$ cat src/rtl/wb_stage.sv
// wb_stage: writeback stage feeding the register file write port.
// Merges single-cycle ALU results with in-order load responses into one
// registered RF write per cycle. Outstanding load destinations are kept in a
// small circular tag queue, which also backs the decode hazard query.
//
// Ports:
//   clk, rst_n                     clock, async active-low reset
//   alu_wr_valid/reg/data          ALU result; alu_stall=1 means not consumed
//   ld_issue_valid/reg             load issue (pushes destination tag)
//   ld_rsp_valid/data              load response (pairs with head tag)
//   lq_full                        tag queue holds LQ_DEPTH entries
//   hz_reg / hz_busy               hazard query: pending write to hz_reg
//   err_overflow / err_underflow   sticky queue error flags
//   rf_write_reg/rf_reg_in/rf_write_data  registered RF write
module wb_stage #(
    parameter int unsigned DATA_W   = 8,
    parameter int unsigned ADDR_W   = 4,
    parameter int unsigned NUM_REGS = 14,
    parameter int unsigned LQ_DEPTH = 2
) (
    input  logic              clk,
    input  logic              rst_n,
    input  logic              alu_wr_valid,
    input  logic [ADDR_W-1:0] alu_wr_reg,
    input  logic [DATA_W-1:0] alu_wr_data,
    output logic              alu_stall,
    input  logic              ld_issue_valid,
    input  logic [ADDR_W-1:0] ld_issue_reg,
    input  logic              ld_rsp_valid,
    input  logic [DATA_W-1:0] ld_rsp_data,
    output logic              lq_full,
    input  logic [ADDR_W-1:0] hz_reg,
    output logic              hz_busy,
    output logic              err_overflow,
    output logic              err_underflow,
    output logic              rf_write_reg,
    output logic [ADDR_W-1:0] rf_reg_in,
    output logic [DATA_W-1:0] rf_write_data
);

    localparam int unsigned PtrW = (LQ_DEPTH > 1) ? $clog2(LQ_DEPTH) : 1;
    localparam int unsigned CntW = $clog2(LQ_DEPTH + 1);

    logic [ADDR_W-1:0] tags_q [LQ_DEPTH];
    logic [PtrW-1:0]   head_q, head_d;
    logic [PtrW-1:0]   tail_q, tail_d;
    logic [CntW-1:0]   count_q, count_d;
    logic              ovf_q, ovf_d;
    logic              udf_q, udf_d;
    logic              wr_q, wr_d;
    logic [ADDR_W-1:0] reg_q, reg_d;
    logic [DATA_W-1:0] data_q, data_d;

    logic              q_empty, q_full;
    logic              pop, push;
    logic              win_valid;
    logic [ADDR_W-1:0] win_reg;
    logic [DATA_W-1:0] win_data;

    function automatic logic [PtrW-1:0] ptr_inc(input logic [PtrW-1:0] p);
        if (int'(p) == int'(LQ_DEPTH) - 1) begin
            return '0;
        end
        return p + 1'b1;
    endfunction

    assign q_empty = (count_q == '0);
    assign q_full  = (count_q == CntW'(LQ_DEPTH));

    // No same-cycle bypass: a response is only valid against tags already queued.
    assign pop  = ld_rsp_valid && !q_empty;
    // A full queue still accepts a push when the head is leaving this cycle.
    assign push = ld_issue_valid && (!q_full || pop);

    assign alu_stall = alu_wr_valid && pop;
    assign lq_full   = q_full;

    always_comb begin
        win_valid = 1'b0;
        win_reg   = '0;
        win_data  = '0;
        if (pop) begin
            win_valid = 1'b1;
            win_reg   = tags_q[head_q];
            win_data  = ld_rsp_data;
        end else if (alu_wr_valid) begin
            win_valid = 1'b1;
            win_reg   = alu_wr_reg;
            win_data  = alu_wr_data;
        end
    end

    always_comb begin
        head_d  = head_q;
        tail_d  = tail_q;
        count_d = count_q;
        ovf_d   = ovf_q;
        udf_d   = udf_q;
        wr_d    = 1'b0;
        reg_d   = reg_q;
        data_d  = data_q;

        if (pop) begin
            head_d = ptr_inc(head_q);
        end
        if (push) begin
            tail_d = ptr_inc(tail_q);
        end
        if (push && !pop) begin
            count_d = count_q + 1'b1;
        end else if (pop && !push) begin
            count_d = count_q - 1'b1;
        end

        if (ld_issue_valid && !push) begin
            ovf_d = 1'b1;
        end
        if (ld_rsp_valid && q_empty) begin
            udf_d = 1'b1;
        end

        // Out-of-range index consumes the slot but never reaches the RF.
        if (win_valid && (int'(win_reg) < int'(NUM_REGS))) begin
            wr_d   = 1'b1;
            reg_d  = win_reg;
            data_d = win_data;
        end
    end

    always_ff @(posedge clk or negedge rst_n) begin
        if (!rst_n) begin
            for (int i = 0; i < int'(LQ_DEPTH); i++) begin
                tags_q[i] <= '0;
            end
            head_q  <= '0;
            tail_q  <= '0;
            count_q <= '0;
            ovf_q   <= 1'b0;
            udf_q   <= 1'b0;
            wr_q    <= 1'b0;
            reg_q   <= '0;
            data_q  <= '0;
        end else begin
            if (push) begin
                tags_q[tail_q] <= ld_issue_reg;
            end
            head_q  <= head_d;
            tail_q  <= tail_d;
            count_q <= count_d;
            ovf_q   <= ovf_d;
            udf_q   <= udf_d;
            wr_q    <= wr_d;
            reg_q   <= reg_d;
            data_q  <= data_d;
        end
    end

    // Busy if any live queue entry targets hz_reg, or the RF write is in flight.
    always_comb begin
        int j;
        j       = 0;
        hz_busy = wr_q && (reg_q == hz_reg);
        for (int k = 0; k < int'(LQ_DEPTH); k++) begin
            if (k < int'(count_q)) begin
                j = int'(head_q) + k;
                if (j >= int'(LQ_DEPTH)) begin
                    j = j - int'(LQ_DEPTH);
                end
                if (tags_q[PtrW'(j)] == hz_reg) begin
                    hz_busy = 1'b1;
                end
            end
        end
    end

    assign err_overflow  = ovf_q;
    assign err_underflow = udf_q;
    assign rf_write_reg  = wr_q;
    assign rf_reg_in     = reg_q;
    assign rf_write_data = data_q;

endmodule
$ cat config.mk
export PLATFORM = sky130hd
export DESIGN_NAME = wb_stage
export DESIGN_NICKNAME = d
export VERILOG_FILES = /design/src/rtl/wb_stage.sv
export SDC_FILE = /design/constraint.sdc
export NUM_CORES = 1
export LEC_CHECK = 0
export CELL_PAD_IN_SITES_DETAIL_PLACEMENT = 0
export CELL_PAD_IN_SITES_GLOBAL_PLACEMENT = 2
export CORE_MARGIN = 2
export CORE_UTILIZATION = 25
export CTS_BUF_LIST = sky130_fd_sc_hd__clkbuf_8
export CTS_CLUSTER_DIAMETER = 100
export DETAILED_ROUTE_END_ITERATION = 10
export PLACE_DENSITY = 0.75
export REMOVE_ABC_BUFFERS = 1
export SYNTH_ARGS = -nofsm -noshare
export SYNTH_HDL_FRONTEND = slang
export SYNTH_SLANG_ARGS = --single-unit
$ cat constraint.sdc
create_clock -name clk -period 1.7 [get_ports clk]
set_input_delay 0.34 -clock clk [delete_from_list [all_inputs] [get_ports clk]]
set_output_delay 0.34 -clock clk [all_outputs]
set_load 0.02 [all_outputs]
==> flow_metrics.py, run 1 <==
metrics = {
    "sta": {
        "worstMarginPinSlew_ps": 357,
        "period_share_pct": 109,
        "setup_viol": 23,
        "slew_headroom_pct": 76.2,
        "grt_setup_unrepaired": "true",
        "hold_viol": 0,
        "drv_slew": 0,
        "period_needed_ps": 1850,
        "hold_ws_ps": 435,
        "fin_ws_ps": -155,
        "max_freq_mhz": 539,
        "fin_worst_skew_ps": 3.72,
    },
    "power_and_ir_drop": {
        "netSwitchingFraction_pct": 38.1,
        "p_comb_share_pct": 61.9,
        "seqPwrFrac_pct": 29.4,
        "cell_internal_pwr_uw": 2570,
        "p_sw_uw": 1580,
        "static-leakage-power_uw": 0.00105,
        "ir_drop_v": 0.000619,
        "clockPowerShare_pct": 8.8,
        "powerDensity_nw_per_um2": 1690,
    },
    "synth": {
        "yosys.area.top_type": "dfrtp_1",
        "synth_warnings": 0,
        "synth-main-ff-cell": "dfrtp_1",
        "synth_edf_count": 0,
        "synth.top_cell.area_share_pct": 46.6,
        "synthesis.area_um2": 1450,
        "avgSynthCellArea_um2": 12.1,
        "synth.most_common_cell": "dfrtp_1",
        "async_flop_share_pct": 100,
        "ys_top_cells_by_count": "dfrtp_1, a21o_1, o221a_1",
        "seq_area_frac_synth_pct": 46.6,
        "synthDistinctLibCells": 40,
        "syn_inst": 120,
        "synth_area_leaders": "dfrtp_1, o221a_1, mux2_1",
        "synth_seq_cells": 27,
    },
    "clock_tree": {
        "clk_latency_ps": 270,
        "cts_made_buffers": 3,
        "clkTransAtPathRegs_ps": 90,
        "h-tree-depth": 1,
        "cts_tree": "done",
        "ctsHoldBuffers": 0,
        "cts_sinks": 27,
        "cts_buffer_depth": 2,
        "root_buffer": "clkbuf_8",
    },
    "min_path": {
        "min_path_type": "in2async",
    },
    "critical_path": {
        "end_kind": "flop",
        "cp.required_ps": 1860,
        "path_max_fanout": 5,
        "crit_type": "reg2reg",
        "critPathLaunchType": "flop",
        "crit_arrival_ps": 2020,
    },
    "cells_and_area": {
        "fin_area_um2": 2450,
        "syn2layout_area_growth_pct": 69.0,
        "utilization_pct": 44.2,
        "nFillCells": 564,
        "drive_gt1_share_pct": 36.2,
        "final_nets": 237,
        "antenna_cells": 0,
    },
    "floorplan": {
        "core_um2": 5540,
        "fp.dieH_um": 80.2,
        "io_pins": 51,
        "initial_utilization_pct": 26.2,
        "die_w_um": 80.2,
        "rows": 27,
        "die_area_um2": 6430,
    },
    "grt": {
        "antenna_found_initial": 0,
        "grt_max_degree": 28,
        "grt_pass1_vias": 1319,
        "grt_pass1_wl_um": 6440,
        "grt_use_total_pct": 13.0,
        "grt_overflow": 0,
    },
    "status": {
        "violations": "negative setup slack",
        "status": "finished with violations",
    },
    "routing": {
        "firstDrtPassIters": 4,
        "drt_iter0_markers": 34,
        "antenna_left": 0,
        "routedWlPerCell_um": 14.8,
        "viasPerCell": 4.55,
        "vias": 1233,
        "drc": 0,
        "wl_um": 4020,
    },
    "placed_design": {
        "port_buffers": 50,
        "hpwl_um": 3020,
        "postPlaceCellArea_um2": 2170,
        "post-place-ws_ps": -668,
        "place_congestion": 0.800,
    },
    "flow_run": {
        "drv_cap": 0,
    },
}
-- worst max-delay path, cell delays in order (launching register included) --
cell and delay, ps:
dfrtp_2 420, inv_2 60, ha_4 160, buf_6 110, nor2b_4 110, buf_6 110
inv_4 30, a221o_2 360, buf_6 150, o221a_1 240
-- per-layer routing --
layer	share of wire [%]	wire [um]	global-route usage, %	vias to the layer above
met2	50	2030	21.6	19
met5	0	0	0	-
met1	46	1850	17.7	609
met3	2.5	101	1.57	2
met4	0.97	39	3.56	0
li1	-	-	-	603
-- layout by cell type, fill, tap and decap left out, types with 2 or more instances in the layout --
cell,synthesis,final
a21o_1,10,10
a21oi_1,3,3
buf_4,0,25
buf_6,4,6
clkbuf_8,0,3
clkdlybuf4s50_1,0,41
dfrtp_1,27,26
dlygate4sd2_1,0,5
ha_4,0,3
inv_1,4,3
inv_2,1,3
mux2_2,2,2
mux2_4,0,8
nand2_1,4,2
nand2_8,0,2
nand3_1,3,3
nor2b_1,2,2
o21ai_2,1,2
o221a_1,10,10
xnor2_1,6,5
xor2_1,6,5
-- final timing paths --
kind | start | end | slack [ps] | depth (start not counted)
worst max-delay path | count_q[0] | rf_write_data[2] | -150 | 9
worst min-delay path | rst_n | err_overflow | 440 | 2
worst max register to register | count_q[0] | rf_write_data[2] | -150 | 9
worst min register to register | err_underflow | err_underflow | 480 | 1
max in group asynchronous | rst_n | count_q[0] | 980 | 2
min in group clk | err_underflow | err_underflow | 480 | 1
-- metrics by stage --
stage               total power (uW)  cells  setup TNS [ps]
floorplan                       2250    114           -1910
global placement                3260    261           -7090
detailed placement              3310    261           -7180
CTS                             3970    267           -1970
global route                    4450    271           -4340
finish                          4150    271           -2660
-- cells by family after synthesis --
group                    Yosys count  share of synthesized area [%]
AO/OA/AOI/OAI                     35                           20.4
AND/OR/NAND/NOR                   19                           8.46
adder cells (fa/ha/maj)            4                           3.45
buffers and inverters             12                           5.43
XOR/XNOR                          12                           7.25
multiplexers                      11                           8.46
flip-flops                        27                           46.6
-- power groups by stage --
| stage | Sequential (uW) | Clock (uW) | Combinational, uW |
|---|---|---|---|
| after floorplan | 1390 | 0 | 862 |
| after global placement | 1190 | 0 | 2070 |
| after detailed placement | 1200 | 0 | 2110 |
| after CTS | 1210 | 381 | 2370 |
| after global routing | 1270 | 413 | 2780 |
| final | 1220 | 363 | 2570 |
-- area by class of cell --
type                       instances  area (um2)  area share [%]
timing repair buffer              80         747            30.5
clock inverter                     1        3.75           0.153
clock buffer                       3        41.3            1.68
multi-input combinational         82         867            35.4
sequential                        27         677            27.6
tap                               72        90.1            3.68
inverter                           6        25.0            1.02
-- timing repair --
action | in CTS | in global routing
hold endpoints to repair | 0 | 0
gates resized for setup | 47 | 17
cloned | 1 | 0
pin swaps | 4 | 6
buffers inserted | 1 | 4
setup endpoints to repair | 29 | 25
No activity file was read; power rests on OpenSTA's default activity.
==> run 2: changes to the inputs <==
--- a/config.mk
+++ b/config.mk
@@ -10,9 +10,8 @@
 export CORE_MARGIN = 2
 export CORE_UTILIZATION = 25
 export CTS_BUF_LIST = sky130_fd_sc_hd__clkbuf_8
-export CTS_CLUSTER_DIAMETER = 100
 export DETAILED_ROUTE_END_ITERATION = 10
-export PLACE_DENSITY = 0.75
+export PLACE_DENSITY = 0.72
 export REMOVE_ABC_BUFFERS = 1
 export SYNTH_ARGS = -nofsm -noshare
 export SYNTH_HDL_FRONTEND = slang
==> constraint.sdc (replaced) <==
create_clock -name clk -period 2.2 [get_ports clk]
set_input_delay 0.44 -clock clk [delete_from_list [all_inputs] [get_ports clk]]
set_output_delay 0.44 -clock clk [all_outputs]
set_load 0.02 [all_outputs]
==> flow_metrics.py, run 2 (synthesis gave the netlist of run 1 again) <==
metrics = {
    "sta": {
        "period_share_pct": 96.3,
        "max_freq_mhz": 472,
        "worstMarginPinSlew_ps": 355,
        "setup_viol": 0,
        "grt_setup_unrepaired": "false",
        "hold_viol": 0,
        "drv_slew": 0,
        "fin_worst_skew_ps": 7.06,
        "setup_tns_ps": 0,
        "slew_headroom_pct": 76.3,
        "period_needed_ps": 2120,
    },
    "power_and_ir_drop": {
        "powerDensity_nw_per_um2": 1270,
        "ir_drop_v": 0.000395,
        "seqPwrFrac_pct": 35.5,
        "cell_internal_pwr_uw": 1640,
        "power_uw": 2680,
        "clockPowerShare_pct": 10.7,
        "p_sw_uw": 1050,
        "p_comb_share_pct": 53.8,
        "static-leakage-power_uw": 0.000874,
        "netSwitchingFraction_pct": 39.0,
    },
    "critical_path": {
        "critPathLaunchType": "primary input",
        "cp-startpoint": "hz_reg[3]",
        "timing.rr.start": "count_q[0]",
        "crit_arrival_ps": 1680,
        "path_max_fanout": 2,
        "cp.required_ps": 1760,
        "crit_type": "in2out",
        "rr_worst_depth": 9,
        "reg2reg_slack_ps": 220,
        "end_kind": "primary output",
        "timing.rr.end": "rf_write_data[5]",
    },
    "routing": {
        "drc": 0,
        "routedWlPerCell_um": 15.4,
        "vias": 1177,
        "wl_um": 3870,
        "firstDrtPassIters": 5,
        "antenna_left": 0,
        "viasPerCell": 4.67,
        "drt_iter0_markers": 24,
    },
    "cells_and_area": {
        "final_common_cell": "clkdlybuf4s50_1",
        "multiInputGateArea_um2": 696,
        "antenna_cells": 0,
        "syn2layout_area_growth_pct": 46.2,
        "seqCellArea_um2": 676,
        "layout_common_cells": "clkdlybuf4s50_1, dfrtp_1, buf_4",
        "drive_gt1_share_pct": 14.4,
        "final_nets": 218,
        "nFillCells": 545,
    },
    "placed_design": {
        "port_buffers": 50,
        "place_congestion": 0.720,
        "hpwl_um": 3040,
    },
    "clock_tree": {
        "cts_made_buffers": 3,
        "cts_buffer_depth": 2,
        "cts_tree": "done",
        "h-tree-depth": 1,
        "clkTransAtPathRegs_ps": 100,
        "cts_sinks": 27,
        "postCtsSetupRepairBufs": 0,
        "root_buffer": "clkbuf_8",
        "clk_latency_ps": 280,
    },
    "flow_run": {
        "drv_cap": 0,
    },
    "min_path": {
        "worstHoldEndpoint": "err_underflow",
        "hp-start": "err_underflow",
        "min_delay_path_depth": 1,
        "min_path_type": "reg2reg",
    },
    "floorplan": {
        "initial_utilization_pct": 26.2,
        "fp.dieH_um": 80.2,
        "rows": 27,
        "core_um2": 5540,
        "io_pins": 51,
        "die_w_um": 80.2,
        "die_area_um2": 6430,
    },
    "grt": {
        "antenna_found_initial": 0,
        "grt_max_degree": 28,
        "grt_overflow": 0,
        "grt_pass1_wl_um": 6240,
        "grt_pass1_vias": 1235,
        "grt_use_total_pct": 12.5,
    },
    "status": {
        "status": "complete, no violations",
    },
}
run 2: power groups by stage:
stage / logic [uW] / clock network [uW] / registers, uW
2_1_floorplan: 666 / 0 / 1070
3_3_place_gp: 1430 / 0 / 952
3_5_place_dp: 1450 / 0 / 968
4_1_cts: 1460 / 301 / 958
5_1_grt: 1570 / 323 / 991
6_report: 1440 / 287 / 953
run 2: timing repair:
item	in CTS	in global routing
pin swaps	0	1
gates resized for setup	3	6
hold buffers	0	0
setup endpoints to repair	2	2
run 2: final cells by class:
type / instances / share of cell area [%]
clock inverters: 1 / 0.177
repair buffers: 62 / 27.7
well taps: 72 / 4.25
clock buffers: 3 / 1.95
inverters: 6 / 1.18
flip-flops and latches: 27 / 31.9
multi-input cells: 81 / 32.8
run 2: layer usage:
| layer | share of wire, % | track usage [%] | wire length [um] | vias up |
|---|---|---|---|---|
| met2 | 52 | 21.5 | 2020 | 25 |
| met3 | 4.0 | 2.13 | 156 | 2 |
| met1 | 43 | 16.0 | 1670 | 592 |
| li1 | - | - | - | 558 |
| met5 | 0 | 0 | 0 | - |
| met4 | 0.70 | 3.56 | 27 | 0 |
run 2: through the flow:
stage	hold WS, ps	instance area, um2	std cells	worst slack (ps)	utilization [%]
finish	468	2120	252	82.0	38.3
global route	493	2120	252	0.932	38.3
CTS	472	2120	252	-97.6	38.3
detailed placement	448	2080	248	-409	37.5
global placement	441	2080	248	-373	37.5
floorplan	144	1400	114	334	-
run 2: how the worst max path moves through the flow:
| stage | to | slack [ps] | cells past startpoint |
|---|---|---|---|
| finish | hz_busy | 80 | 6 |
| global placement | hz_busy | -370 | 6 |
| CTS | hz_busy | -100 | 6 |
| floorplan | rf_write_data[0] | 330 | 7 |
| detailed placement | hz_busy | -410 | 6 |
| global route | alu_stall | 0.9 | 6 |
run 2: critical path: stages:
cell and delay [ps]:
clkdlybuf4s50_1 470, xor2_1 190, nor3_1 170, nand3_1 100
o31ai_1 90, buf_4 210
==> run 3: changes to the inputs <==
--- a/config.mk
+++ b/config.mk
@@ -7,7 +7,6 @@
 export LEC_CHECK = 0
 export CELL_PAD_IN_SITES_DETAIL_PLACEMENT = 0
 export CELL_PAD_IN_SITES_GLOBAL_PLACEMENT = 2
-export CORE_MARGIN = 2
 export CORE_UTILIZATION = 25
 export CTS_BUF_LIST = sky130_fd_sc_hd__clkbuf_8
 export DETAILED_ROUTE_END_ITERATION = 10
==> flow_metrics.py, run 3 (synthesis gave the netlist of run 1 again) <==
metrics = {
    "status": {
        "status": "complete, no violations",
    },
    "cells_and_area": {
        "multiInputGateArea_um2": 701,
        "seqCellArea_um2": 676,
        "final_common_cell": "clkdlybuf4s50_1",
        "layout_common_cells": "clkdlybuf4s50_1, dfrtp_1, buf_4",
        "final_nets": 217,
        "nFillCells": 563,
        "drive_gt1_share_pct": 14.0,
        "syn2layout_area_growth_pct": 47.0,
        "layout.cells.non_filler": 251,
        "antenna_cells": 0,
    },
    "sta": {
        "hold_viol": 0,
        "hold_ws_ps": 469,
        "max_freq_mhz": 483,
        "worstMarginPinSlew_ps": 359,
        "drv_slew": 0,
        "slew_headroom_pct": 76.1,
        "setup_viol": 0,
        "period_share_pct": 94.1,
        "fin_worst_skew_ps": 0.965,
        "grt_setup_unrepaired": "false",
        "period_needed_ps": 2070,
    },
    "routing": {
        "antenna_left": 0,
        "wl_um": 3860,
        "firstDrtPassIters": 4,
        "viasPerCell": 4.62,
        "drt_iter0_markers": 32,
        "drc": 0,
        "vias": 1159,
        "routedWlPerCell_um": 15.4,
    },
    "placed_design": {
        "hpwl_um": 3050,
        "port_buffers": 50,
        "dp_cells": 247,
        "place_congestion": 0.724,
    },
    "critical_path": {
        "timing.rr.start": "count_q[0]",
        "rr_worst_depth": 9,
        "end_kind": "flop",
        "cp-startpoint": "count_q[0]",
        "cp.required_ps": 2360,
        "path_max_fanout": 8,
        "reg2reg_slack_ps": 130,
        "timing.rr.end": "rf_write_data[5]",
        "crit_type": "reg2reg",
        "crit_arrival_ps": 2230,
        "critPathLaunchType": "flop",
    },
    "power_and_ir_drop": {
        "netSwitchingFraction_pct": 39.2,
        "p_sw_uw": 1060,
        "p_comb_share_pct": 54.4,
        "cell_internal_pwr_uw": 1650,
        "seqPwrFrac_pct": 35.0,
        "clockPowerShare_pct": 10.6,
        "ir_drop_v": 0.000404,
        "powerDensity_nw_per_um2": 1270,
        "static-leakage-power_uw": 0.000886,
    },
    "clock_tree": {
        "postCtsSetupRepairBufs": 0,
        "cts_tree": "done",
        "ctsHoldBuffers": 0,
        "h-tree-depth": 1,
        "cts_sinks": 27,
        "clk_latency_ps": 270,
        "cts_buffer_depth": 2,
        "clkTransAtPathRegs_ps": 100,
        "cts_made_buffers": 3,
        "root_buffer": "clkbuf_8",
    },
    "grt": {
        "grt_overflow": 0,
        "grt_max_degree": 28,
        "grt_pass1_wl_um": 6440,
        "antenna_found_initial": 0,
        "grt_pass1_vias": 1302,
        "grt_use_total_pct": 13.6,
    },
    "min_path": {
        "min_path_type": "reg2reg",
        "worstHoldEndpoint": "err_underflow",
        "hp-start": "err_underflow",
        "min_delay_path_depth": 1,
    },
    "floorplan": {
        "io_pins": 51,
        "fp.dieH_um": 78.2,
        "initial_utilization_pct": 26.2,
        "core_um2": 5540,
        "die_w_um": 78.2,
        "rows": 27,
        "die_area_um2": 6110,
    },
    "flow_run": {
        "drv_cap": 0,
    },
}
==> run 3: cell count changes in the layout (fill, tap and decap cells not counted) <==
cell,before,now
buf_12,0,1
buf_4,13,11
clkdlybuf4s50_1,48,47
dlymetal6s2s_1,0,1
nand2_2,1,0
nand2_4,0,1
o21ai_0,1,2
o21ai_1,2,1
==> run 3: final cells by class <==
class / count / area share, %
Clock inverter: 1 / 0.176
Multi-Input combinational cell: 81 / 32.9
Timing Repair Buffer: 61 / 27.9
Tap cell: 72 / 4.23
Sequential cell: 27 / 31.7
Inverter: 6 / 1.17
Clock buffer: 3 / 1.94
==> run 3: per-layer routing <==
metal  GRT usage, %  part of all wire, %  vias up
li1               -                    -      559
met1           17.7                   43      559
met2           22.5                   50       29
met3           1.63                  3.4       12
met4           6.11                  3.2        0
met5              0                    0        -
==> run 3: through the flow <==
| stage | setup TNS [ps] | cell area (um2) | setup slack, ps | util, % | total power [uW] |
|---|---|---|---|---|---|
| floorplan | 0 | 1400 | 334 | - | 1740 |
| global route | 0 | 2130 | 12.3 | 38.5 | 2900 |
| global placement | -441 | 2080 | -370 | 37.6 | 2390 |
| finish | 0 | 2130 | 129 | 38.5 | 2710 |
| detailed placement | -549 | 2080 | -385 | 37.6 | 2440 |
| CTS | -80.0 | 2130 | -80.0 | 38.4 | 2730 |
==> run 3: worst max-delay path by stage <==
stage | slack, ps | endpoint
detailed placement | -380 | hz_busy
CTS | -80 | hz_busy
floorplan | 330 | rf_write_data[0]
global placement | -370 | hz_busy
global route | 10 | hz_busy
finish | 130 | rf_write_data[5]
==> run 3: power by group through the flow <==
| stage | Clock (uW) | Combinational, uW | Sequential (uW) |
|---|---|---|---|
| final | 287 | 1470 | 950 |
| after global routing | 313 | 1590 | 995 |
| after CTS | 296 | 1480 | 953 |
| after detailed placement | 0 | 1480 | 964 |
| after global placement | 0 | 1440 | 949 |
| after floorplan | 0 | 666 | 1070 |
==> run 3: critical path, stage by stage, from the launching register on <==
cell,delay (ps)
dfrtp_1,390
inv_1,70
ha_1,210
buf_4,140
nor2b_2,110
buf_4,170
inv_4,30
a221o_1,390
buf_12,190
o221a_1,260
==> run 3: timing repair <==
action	in CTS	in global routing
hold endpoints to repair	0	0
pin swaps	0	1
gates resized for setup	3	7
setup endpoints to repair	2	3
